==> src/rtl/pipeline_queue.sv <==
// Elastic valid/ready pipeline register: DEPTH-entry circular queue of WIDTH-bit
// payloads with synchronous reset and flush that clear pointers and occupancy.
module pipeline_queue #(
  parameter int WIDTH = 64,
  parameter int DEPTH = 4
) (
  input  logic                       clk,
  input  logic                       rst,
  input  logic                       flush,
  input  logic                       in_valid,
  output logic                       in_ready,
  input  logic [WIDTH-1:0]           in_data,
  output logic                       out_valid,
  input  logic                       out_ready,
  output logic [WIDTH-1:0]           out_data,
  output logic [$clog2(DEPTH+1)-1:0] count
);
  localparam int AW = $clog2(DEPTH);
  localparam int CW = $clog2(DEPTH+1);
  localparam logic [CW-1:0] FULL = CW'(DEPTH);

  logic [DEPTH-1:0][WIDTH-1:0] r_mem;
  logic [AW-1:0]               r_rd_ptr, r_wr_ptr;
  logic [CW-1:0]               r_count;
  logic                        w_push, w_pop, w_clear;

  // Handshake flags come only from registered occupancy, so out_ready never
  // reaches in_ready combinationally.
  assign in_ready  = (r_count != FULL);
  assign out_valid = (r_count != '0);
  assign out_data  = r_mem[r_rd_ptr];
  assign count     = r_count;

  assign w_clear = rst | flush;
  assign w_push  = in_valid & in_ready & ~w_clear;
  assign w_pop   = out_valid & out_ready & ~w_clear;

  always_ff @(posedge clk) begin
    if (w_clear) begin
      r_rd_ptr <= '0;
      r_wr_ptr <= '0;
      r_count  <= '0;
    end else begin
      if (w_push) r_wr_ptr <= r_wr_ptr + AW'(1);
      if (w_pop)  r_rd_ptr <= r_rd_ptr + AW'(1);
      case ({w_push, w_pop})
        2'b10:   r_count <= r_count + CW'(1);
        2'b01:   r_count <= r_count - CW'(1);
        default: r_count <= r_count;
      endcase
    end
  end

  // Payload storage is not reset; only occupancy decides what is visible.
  always_ff @(posedge clk) begin
    if (w_push) r_mem[r_wr_ptr] <= in_data;
  end
endmodule
==> config.mk <==
export PLATFORM = sky130hd
export DESIGN_NAME = pipeline_queue
export DESIGN_NICKNAME = d
export VERILOG_FILES = /design/src/rtl/pipeline_queue.sv
export SDC_FILE = /design/constraint.sdc
export NUM_CORES = 1
export LEC_CHECK = 0
export CAP_MARGIN = 20
export CORE_MARGIN = 2
export CORE_UTILIZATION = 40
export CTS_BUF_LIST = sky130_fd_sc_hd__clkbuf_16
export DETAILED_ROUTE_END_ITERATION = 10
export SKIP_CTS_REPAIR_TIMING = 1
export SLEW_MARGIN = 15
export SYNTH_ARGS = -nofsm -noshare
export SYNTH_HDL_FRONTEND = slang
export SYNTH_SLANG_ARGS = --single-unit
export TNS_END_PERCENT = 5
==> constraint.sdc <==
create_clock -name clk -period 3.83 [get_ports clk]
set_input_delay 0.9575 -clock clk [delete_from_list [all_inputs] [get_ports clk]]
set_output_delay 0.9575 -clock clk [all_outputs]
set_load 0.01 [all_outputs]
==> impl_metrics.csv <==
group,metric,value,unit
synthesis,yosys_warnings,0,
clocking,cts_tree,"yes",
global_routing,antenna_found_initial,0,
power_and_ir_drop,powerDensity,468.5,mW/mm^2
placed_design,portBuffers,137,
global_routing,grt_pass1_vias,4824,
floorplanning,die_area,0.02545,mm^2
setup_path,cp_max_fo,31,
floorplanning,rows,56,
setup_path,worstSetupEndpointType,"primary output",
global_routing,grtUsageTotal,0.1408,
floorplanning,die_w,159.5,um
timing,tightestPinTransition,0.5449,ns
routing,dr.first_iter.drc_count,179,
routing,first_pass_iters,4,
clocking,cts.sinks,263,
timing,setup_ws,0.3773,ns
synthesis,synth_cell_type_count,25,
setup_path,critPathLaunchType,"flip-flop",
synthesis,ys_top_cells_by_area,"edfxtp_1 79%, mux4_2 15%, dfxtp_1 1.4%",
timing,fin_hold_ws,0.4971,ns
placed_design,dpl.hpwl,10480,um
setup_path,r2r-end,"count[2]",
timing,hold_violations,0,
floorplanning,die_y,159.5,um
setup_path,critPathKind,"reg2out",
synthesis,synth_ff_type,"edfxtp_1",
power_and_ir_drop,p_leak,3.851,nW
synthesis,synth_top_cell_area_share,0.7945,
power_and_ir_drop,peakVddDrop,0.3815,mV
synthesis,syn_nets,459,
synthesis,ys_ff_latch,263,
timing,rsz0062_at_grt,"no",
timing,period_share,0.9015,
clocking,h-tree-depth,1,
routing,avgRoutedWirePerCell,20.19,um
setup_path,endpoint,"out_data[46]",
timing,max_freq,289.6,MHz
setup_path,cp-startpoint,"r_rd_ptr[0]",
routing,ant_nets,0,
synthesis,synth_enable_flop_cells,256,
synthesis,synthArstFlopShare,0,
synthesis,yosys.cell_count.top_type,"edfxtp_1",
timing,setup_tns,0,ns
placed_design,pre_cts_slack,0.5518,ns
floorplanning,io_pins,138,
finish,fin_nets,619,
finish,syn_to_final_growth,27.40,%
floorplanning,core_region_area,0.02361,mm^2
finish,num_antenna_cells,0,
status,status,"finished clean",
setup_path,crit-reg2reg-launch,"count[2]",
clocking,clk_latency,0.54,ns
clocking,root_buffer,"clkbuf_16",
synthesis,synthesis.area,0.009676,mm^2
synthesis,yosys-top-cells-count,"256 x edfxtp_1, 64 x mux4_2, 7 x dfxtp_1, 7 x nor2_1, 6 x buf_2",
routing,via_per_inst,4.942,
global_routing,grt.overflow.total,0,
clocking,numCtsBuffers,27,
routing,drc,0,
synthesis,yosysSeqAreaShare,0.8090,
global_routing,grt_max_degree,44,
synthesis,yosys.area.top_type,"edfxtp_1",
floorplanning,start_util,0.4098,
clocking,cts.clk_slew.worst_paths,0.06,ns
setup_path,worst_ep_required_time,2.87,ns
worst_hold_path,hold_class,"reg2reg",
timing,min_period,3.453,ns
global_routing,grt_first_pass_wirelength,27710,um
routing,totalWireLength,17850,um
routing,vias,4369,
synthesis,synthCells,384,
placed_design,gp_congestion,0.6902,
timing,finalSetupViolCount,0,
job,cap_violations,0,
timing,max_slew_margin,0.6367,
setup_path,cp.arrival,2.50,ns
setup_path,reg2reg_setup_slack,1.33,ns
clocking,clockBufferDepth,3,
timing,fin_worst_skew,0.008867,ns
setup_path,reg2regPathDepth,9,
finish,layout-drive-gt1-share,0.2053,
timing,maxSlewViolCount,0,
synthesis,syn_avg_cell_area,25.20,um^2
-- critical path: stages (launching register included) --
cell and delay (ns):
dfxtp_4 0.54, buf_12 0.32, mux4_2 0.54, clkdlybuf4s50_1 0.55
-- cell families (layout without fill, tap and decap cells) --
group	after synthesis	after routing	share of synthesized area
adders and majority gates	6	6	0.008535
AOI/OAI and AO/OA	7	7	0.005043
DFF	263	263	0.8090
buffers and inverters	20	201	0.01319
and+or+nand+nor	20	20	0.01164
muxes	64	64	0.1490
xor gates and xnor gates	4	4	0.003620
-- flip-flops by register name, summed over array words and instances (netlist names) --
name,cells
count,3
r_mem,256
r_rd_ptr,2
r_wr_ptr,2
-- power breakdown --
group / internal [mW] / switching, mW
sequential: 3.19 / 0.00768
clock: 1.34 / 1.03
combinational: 0.125 / 0.0881
-- cell usage in the layout, fill, tap and decap left out --
cell             instances
inv_16                   1
o31ai_2                  1
inv_1                   18
dfxtp_1                  5
fa_1                     1
a21oi_1                  2
buf_4                    2
nand2_1                  2
o31ai_1                  1
nor2_1                   7
o21ai_0                  1
clkinv_2                 2
dfxtp_4                  2
buf_12                   7
or3b_4                   1
o311ai_1                 1
or2_2                    1
ha_1                     5
edfxtp_1               256
bufinv_16                1
mux4_2                  64
clkinv_1                 6
and3_4                   4
or3_2                    2
o21ai_1                  1
nand4_1                  2
clkbuf_16               27
xor2_1                   4
and2_4                   1
clkdlybuf4s50_1        137
-- through the flow --
| step | util | area (um^2) | power [mW] | cells |
|---|---|---|---|---|
| after global placement | 0.4879 | 11520 | 3.461 | 834 |
| final | 0.5220 | 12330 | 5.775 | 884 |
| after detailed placement | 0.4879 | 11520 | 3.470 | 834 |
| after global routing | 0.5220 | 12330 | 5.970 | 884 |
| after CTS | 0.5220 | 12330 | 5.848 | 884 |
| after floorplan | - | 9676 | 3.316 | 384 |
-- layer usage --
layer  part of all wire  track usage  vias up
met5                  0            0        -
met1               0.42       0.1861     2252
met3              0.058      0.03334       37
li1                   -            -     1963
met2               0.50       0.2344      117
met4              0.024      0.04132        0
-- worst min path at each step --
stage	start	endpoint	slack [ns]	depth (start not counted)
6_report	r_wr_ptr[0]	r_wr_ptr[0]	0.50	2
3_3_place_gp	r_wr_ptr[0]	r_wr_ptr[0]	0.48	2
5_1_grt	r_wr_ptr[0]	r_wr_ptr[0]	0.51	2
3_5_place_dp	r_wr_ptr[0]	r_wr_ptr[0]	0.49	2
2_1_floorplan	r_wr_ptr[0]	r_wr_ptr[0]	0.46	2
4_1_cts	r_wr_ptr[0]	r_wr_ptr[0]	0.50	2
-- cell type report --
type / instances / area (um^2)
fillers: 1863 / 11290
flip-flops and latches: 263 / 7835
multi-input cells: 101 / 1740
repair buffers: 146 / 1526
clock buffers: 27 / 675.6
well taps: 319 / 399.1
clock inverters: 23 / 131.4
inverters: 5 / 18.77
(Power assumes the default switching activity.)
